===== src/rtl/ethernet_mmio_arbiter.sv =====
// Two-requester round-robin arbiter for the Ethernet controller MMIO port.
// One transaction in flight; converts valid/ready requests into single-cycle
// port enables, captures the synchronous read data / decode error and holds
// the response for the owning requester until it is accepted.
module ethernet_mmio_arbiter #(
  parameter int unsigned data_width_p    = 32,
  parameter int unsigned addr_width_p    = 14,
  parameter int unsigned size_width_p    = 2,
  parameter int unsigned err_cnt_width_p = 8
) (
  input  logic                         clk_i,
  input  logic                         reset_n_i,
  input  logic [1:0]                   req_v_i,
  output logic [1:0]                   req_ready_o,
  input  logic [1:0]                   req_we_i,
  input  logic [2*addr_width_p-1:0]    req_addr_i,
  input  logic [2*size_width_p-1:0]    req_size_i,
  input  logic [2*data_width_p-1:0]    req_wdata_i,
  output logic [1:0]                   resp_v_o,
  input  logic [1:0]                   resp_ready_i,
  output logic [data_width_p-1:0]      resp_rdata_o,
  output logic                         resp_err_o,
  output logic [addr_width_p-1:0]      mm_addr_o,
  output logic                         mm_write_en_o,
  output logic                         mm_read_en_o,
  output logic [size_width_p-1:0]      mm_op_size_o,
  output logic [data_width_p-1:0]      mm_write_data_o,
  input  logic [data_width_p-1:0]      mm_read_data_i,
  input  logic                         mm_decode_error_i,
  output logic [err_cnt_width_p-1:0]   err_count_o,
  output logic                         busy_o
);

  typedef enum logic [1:0] {StIdle, StIssue, StCapture, StResp} state_e;

  state_e                       state_q, state_d;
  logic                         rr_last_q, rr_last_d;
  logic                         gnt_q, gnt_d;
  logic                         we_q, we_d;
  logic [addr_width_p-1:0]      addr_q, addr_d;
  logic [size_width_p-1:0]      size_q, size_d;
  logic [data_width_p-1:0]      wdata_q, wdata_d;
  logic [data_width_p-1:0]      rdata_q, rdata_d;
  logic                         err_q, err_d;
  logic [err_cnt_width_p-1:0]   err_cnt_q, err_cnt_d;

  logic                         gnt_sel;

  // Grant choice: alternate when both request, otherwise take the only one.
  always_comb begin
    gnt_sel = 1'b0;
    if (&req_v_i) begin
      gnt_sel = ~rr_last_q;
    end else begin
      gnt_sel = req_v_i[1];
    end
  end

  // Next-state, payload latching, response capture and error counting.
  always_comb begin
    state_d   = state_q;
    rr_last_d = rr_last_q;
    gnt_d     = gnt_q;
    we_d      = we_q;
    addr_d    = addr_q;
    size_d    = size_q;
    wdata_d   = wdata_q;
    rdata_d   = rdata_q;
    err_d     = err_q;
    err_cnt_d = err_cnt_q;

    unique case (state_q)
      StIdle: begin
        if (|req_v_i) begin
          gnt_d   = gnt_sel;
          we_d    = gnt_sel ? req_we_i[1] : req_we_i[0];
          addr_d  = gnt_sel ? req_addr_i[addr_width_p +: addr_width_p]
                            : req_addr_i[0 +: addr_width_p];
          size_d  = gnt_sel ? req_size_i[size_width_p +: size_width_p]
                            : req_size_i[0 +: size_width_p];
          wdata_d = gnt_sel ? req_wdata_i[data_width_p +: data_width_p]
                            : req_wdata_i[0 +: data_width_p];
          rdata_d = '0;
          state_d = StIssue;
        end
      end
      StIssue: begin
        err_d = mm_decode_error_i;
        if (mm_decode_error_i && (err_cnt_q != '1)) begin
          err_cnt_d = err_cnt_q + {{(err_cnt_width_p-1){1'b0}}, 1'b1};
        end
        state_d = we_q ? StResp : StCapture;
      end
      StCapture: begin
        // Data is captured even when the port flagged a decode error.
        rdata_d = mm_read_data_i;
        state_d = StResp;
      end
      StResp: begin
        if (resp_ready_i[gnt_q]) begin
          rr_last_d = gnt_q;
          state_d   = StIdle;
        end
      end
      default: state_d = StIdle;
    endcase
  end

  // Decoded outputs; everything idles at zero outside its owning state.
  always_comb begin
    req_ready_o     = '0;
    resp_v_o        = '0;
    resp_rdata_o    = '0;
    resp_err_o      = 1'b0;
    mm_addr_o       = '0;
    mm_write_en_o   = 1'b0;
    mm_read_en_o    = 1'b0;
    mm_op_size_o    = '0;
    mm_write_data_o = '0;

    unique case (state_q)
      StIdle: begin
        if (|req_v_i) begin
          req_ready_o[gnt_sel] = 1'b1;
        end
      end
      StIssue: begin
        mm_addr_o     = addr_q;
        mm_op_size_o  = size_q;
        mm_write_en_o = we_q;
        mm_read_en_o  = ~we_q;
        if (we_q) begin
          mm_write_data_o = wdata_q;
        end
      end
      StResp: begin
        resp_v_o[gnt_q] = 1'b1;
        resp_err_o      = err_q;
        if (!we_q) begin
          resp_rdata_o = rdata_q;
        end
      end
      default: ;
    endcase
  end

  assign err_count_o = err_cnt_q;
  assign busy_o      = (state_q != StIdle);

  // State and datapath registers; reset discards any in-flight transaction.
  always_ff @(posedge clk_i or negedge reset_n_i) begin
    if (!reset_n_i) begin
      state_q   <= StIdle;
      rr_last_q <= 1'b1;
      gnt_q     <= 1'b0;
      we_q      <= 1'b0;
      addr_q    <= '0;
      size_q    <= '0;
      wdata_q   <= '0;
      rdata_q   <= '0;
      err_q     <= 1'b0;
      err_cnt_q <= '0;
    end else begin
      state_q   <= state_d;
      rr_last_q <= rr_last_d;
      gnt_q     <= gnt_d;
      we_q      <= we_d;
      addr_q    <= addr_d;
      size_q    <= size_d;
      wdata_q   <= wdata_d;
      rdata_q   <= rdata_d;
      err_q     <= err_d;
      err_cnt_q <= err_cnt_d;
    end
  end

endmodule


===== config.mk =====
export PLATFORM = sky130hd
export DESIGN_NAME = ethernet_mmio_arbiter
export DESIGN_NICKNAME = d
export VERILOG_FILES = /design/src/rtl/ethernet_mmio_arbiter.sv
export SDC_FILE = /design/constraint.sdc
export NUM_CORES = 1
export LEC_CHECK = 0
export BUFFER_PORTS_ARGS = -buffer_cell sky130_fd_sc_hd__buf_2
export CORE_MARGIN = 3
export CORE_UTILIZATION = 46
export DETAILED_ROUTE_END_ITERATION = 6
export PLACE_DENSITY = 0.78
export SETUP_SLACK_MARGIN = 0.05
export SLEW_MARGIN = 20
export SYNTH_ARGS = -nofsm -noshare
export SYNTH_HDL_FRONTEND = slang
export SYNTH_SLANG_ARGS = --single-unit

===== constraint.sdc =====
create_clock -name clk_i -period 2.2 [get_ports clk_i]
set_input_delay 0.22 -clock clk_i [delete_from_list [all_inputs] [get_ports clk_i]]
set_output_delay 0.22 -clock clk_i [all_outputs]
set_load 0.01 [all_outputs]

* Word level (Yosys, flattened, before mapping)
Cells that the tools add are included.
Storage, ports and cells: output and inout bits 96, register bits after elaboration 94
Operators by class: multiplexer cells 29, equality and inequality tests 6, bitwise logic cells 2, add/subtract/negate cells 1, order comparisons 4, reduce and logical (&&, ||, !) cells 13
Operator list (count):
- two-way mux 32 bit | 6
- one-hot mux 32 bit (2 select lines) | 1
- two-way mux 14 bit | 2
- two-way mux 2 bit | 7
- AND reduction 2 bit | 6
- two-way mux 1 bit | 10
- adder 8 x 1 -> 8 bit, second input constant | 1
- inequality test 8 bit, second input constant | 1
- one-hot mux 2 bit (4 select lines) | 1
- == test 2 bit, second input constant | 2
- less-than comparator 1 x 2 -> 1 bit, second input constant | 2
- inequality test 2 bit, second input constant | 2
- nonzero test 2 bit | 2
- logical AND 1 bit | 3
- demux 1 bit (select 1 bit) | 2
- == test 2 x 1 -> 1 bit, second input constant | 1
- >= comparator 1 bit, second input constant | 2
- logical NOT 2 bit | 1
- inverter 1 bit | 2
- OR reduction 2 bit | 1

* Depth between registers and ports, before layout
depth after elaboration 8, gate-level depth with buffers 7, mapped depth without buffers 5

* Worst setup path before layout
OpenSTA, ideal clock, no wires.
path kind flip-flop to flip-flop, from register state_q[0], to register rdata_q[0], slack 0.569 ns, data arrival time 1.565 ns, period minus slack after synthesis 1.631 ns, stages on the path, launching flop included 8, path buffers 2, cells stage by stage dfrtp_1 > inv_1 > ha_1 > nor3b_2 > nor2b_1 > clkbuf_1 > clkbuf_1 > a22o_1
On the way: cells in the longest elaborated chain, start to end 3
RTL lines:
- start, declared | line 36 | state_e state_q, state_d;
- start signal, assigned | line 153 | state_q <= StIdle;
- start signal, assigned | line 164 | state_q <= state_d;
- == test 2 bit / logical NOT 2 bit (equally long branches) | line 72 | unique case (state_q)
- nonzero test 2 bit (no source line) / inequality test 2 bit (equally long branches)
- AND reduction 2 bit (no source line)
- end signal, assigned | line 171 | rdata_q <= rdata_d;
- end, declared | line 43 | logic [data_width_p-1:0] rdata_q, rdata_d;
Several ways; a longest one is shown, not always the timed one. A chain may end at the register's enable or synchronous reset.

* Worst setup path after layout
from register state_q[0], to output port req_ready_o[0]
On the way: cells in the longest elaborated chain, start to end 2
RTL lines:
- logical NOT 2 bit | line 121 | unique case (state_q)
- two-way mux 2 bit | line 121
- end, declared | line 14 | output logic [1:0] req_ready_o,
Every way passes these cells.

==> results.cfg <==
[grt]
grt-ovfl-total = 0
grt_first_pass_wirelength_mm = 20.2
grt_pass1_vias = 4093
grt_util_all_layers_pct = 22.4
antenna_found_initial = 0
grt_max_degree = 73

[floorplanning]
die_width_um = 106
num_rows = 35
die_area_mm2 = 0.0112
start_util_pct = 48.5
die_h_um = 106
top_level_ports = 233
core_area_mm2 = 0.00946

[placed_design]
dp_cells = 755
io_buffers = 232
gp_congestion = 0.838
placed_area_mm2 = 0.00588
preCtsSetupSlack_ns = -0.0661
hpwl_mm = 9.40

[timing]
period_share_pct = 93.6
setup_viol = 0
fin_crit_ns = 2.06
clock.fmax_mhz = 486
worst_pin_slew_ns = 0.705
setup_slack_ns = 0.141
slew_viol_final = 0
finalHoldViolCount = 0
slew_headroom_pct = 52.9
grt_setup_unrepaired = yes
skew_ns = 0.0149

[worst_hold_path]
hp-class = input port to flip-flop
whs_path_depth = 2
hp-start = mm_read_data_i[23]
hold-path-endpoint = rdata_q[23]

[synth]
synth-seq-cells = 94
syn-cell-area_mm2 = 0.00459
synth_cells = 420
ys_seq_area_share_pct = 51.3
syn_area_per_cell_um2 = 10.9
yosysTopAreaCell = dfrtp_1
synth_cell_types = 33
yosys_warnings = 0
synth_common_cells = dfrtp_1, and3_1, and2_1
synthTopCellsByArea = dfrtp_1, and3_1, and2_1, a22o_1, a221o_1
async_flop_share_pct = 100
synth-edff-count = 0
ys.flop_type = dfrtp_1
yosys.area.top_type_share_pct = 50.7
synth_most_common_cell = dfrtp_1
synth_nets = 562

[final_layout]
antennaDiodeCount = 0
areaGrowthSynthToFinish_pct = 34.6
final_cell_area_mm2 = 0.00618
fin_cells = 776
fin_nets = 784
layout-drive-gt1-share_pct = 42.7
nFillCells = 835

[detailed_routing]
dr_total_vias = 4090
dr.pass1.iters = 4
final_antenna_net_count = 0
wirelength_mm = 12.7
drt_iter0_markers = 196
drc = 0
vias_per_cell = 5.27
routedWlPerCell_um = 16.3

[setup_path]
cp_top_family = buffers and inverters
crit_path_max_incr_delay_ns = 0.42
cp_max_fo = 31
crit_path_start_kind = flip-flop
reg2reg_slack_ns = 0.27
crit_arrival_ns = 1.84
crit_type = flip-flop to output port
r2r-end = rdata_q[13]
critPathCaptureType = output port
required_ns = 1.98
reg2reg_depth = 5
crit_chain = inv_1, ha_2, buf_12, o21ai_4, nor2_4, buf_2
r2r-start = state_q[0]
critical_path.slowest_cell = dfrtp_1
worst-path-buf-inv = 3

[clock_network]
worstSkewPairLatency_ns = 0.35
clock-root-buffer = clkbuf_8
cts.sinks = 94
htreeDepth = 3
clk_path_buf_depth = 2
clk_pin_slew_ns = 0.10
numCtsBuffers = 9
cts_tree = built

[power]
vdd_drop_max_mv = 0.516
total_power_mw = 7.56
powerDensity_mw_per_mm2 = 1220
power_leakage_nw = 3.52

[outcome]
status = completed

[flow_run]
max_cap_violations = 0
[worst max path at each step]
stage	start	to	slack (ns)	cells past startpoint
global placement	state_q[0]	rdata_q[22]	0.11	5
CTS	state_q[0]	req_ready_o[0]	0.05	6
global route	state_q[1]	mm_write_data_o[29]	0.008	5
finish	state_q[0]	req_ready_o[0]	0.14	6
detailed placement	state_q[0]	rdata_q[8]	-0.07	5
floorplan	state_q[0]	rdata_q[0]	0.57	7
[state kept, by name, indices dropped and copies added, names as in the netlist]
name	cells
err_q	1
state_q	2
rr_last_q	1
gnt_q	1
rdata_q	32
addr_q	14
err_count_o	8
size_q	2
wdata_q	32
we_q	1
[report_power, final]
part,leakage [nW],switching [mW],internal (mW)
Sequential,1.18,0.447,2.51
Combinational,2.23,1.75,1.57
Clock,0.111,0.636,0.657
Total,3.52,2.83,4.73
[metrics by stage]
step | utilization [%] | hold slack [ns] | TNS (ns)
floorplan | - | -0.0756 | 0
global placement | 62.1 | 0.0791 | 0
detailed placement | 62.2 | 0.0794 | -1.30
CTS | 64.9 | 0.0595 | 0
global route | 65.3 | 0.0628 | 0
finish | 65.3 | 0.0783 | 0
[final cells by class]
cell class	count	area, um^2	area share (%)
inverter	3	11.3	0.182
clock buffer	9	124	2.01
sequential	94	2350	38.1
clock inverter	7	103	1.66
multi-input combinational	287	2100	34.0
timing repair buffer	247	1320	21.4
tap	129	161	2.61
[cell usage in the layout (no fill, tap or decap), types with 2 or more instances in the layout]
cell       count
buf_2        231
o21ai_0       22
mux2_2         6
mux2i_1       23
buf_4         11
o211ai_1       3
inv_1          3
and3_1        61
a21oi_1        3
clkbuf_8       9
and2_1        52
nand4_1        3
a221o_1       27
bufinv_16      2
nor2b_1        3
inv_6          4
buf_12         3
xnor2_1        3
dfrtp_1       93
nand2_1       25
a22o_1        32
nor2_1         2
nand3_1        5
ha_1           4
[metal layers]
metal	GRT usage (%)	vias to the layer above	share of wire (%)
met5	0	-	0
met4	6.29	0	1.3
met3	3.95	15	6.9
met2	37.3	186	49
met1	30.3	1921	43
li1	-	1968	-
[cell families after synthesis]
kind of cell	after synthesis	share of synthesized area, %
adder cells (fa/ha/maj)	5	1.36
XOR/XNOR	3	0.572
AO/OA/AOI/OAI	94	16.8
AND/OR/NAND/NOR	156	20.0
flip-flops	94	51.3
buffers and inverters	39	3.60
multiplexers	29	6.49
[timing repair]
action / CTS / global route
endpoints found under the hold margin: 61 / 0
gates cloned: 0 / 0
resized for setup: 5 / 2
pin swaps: 0 / 1
setup buffers: 0 / 4
hold buffers: 1 / 0
endpoints found under the setup margin: 56 / 72
Note: power is estimated with default switching activity, not from simulation.
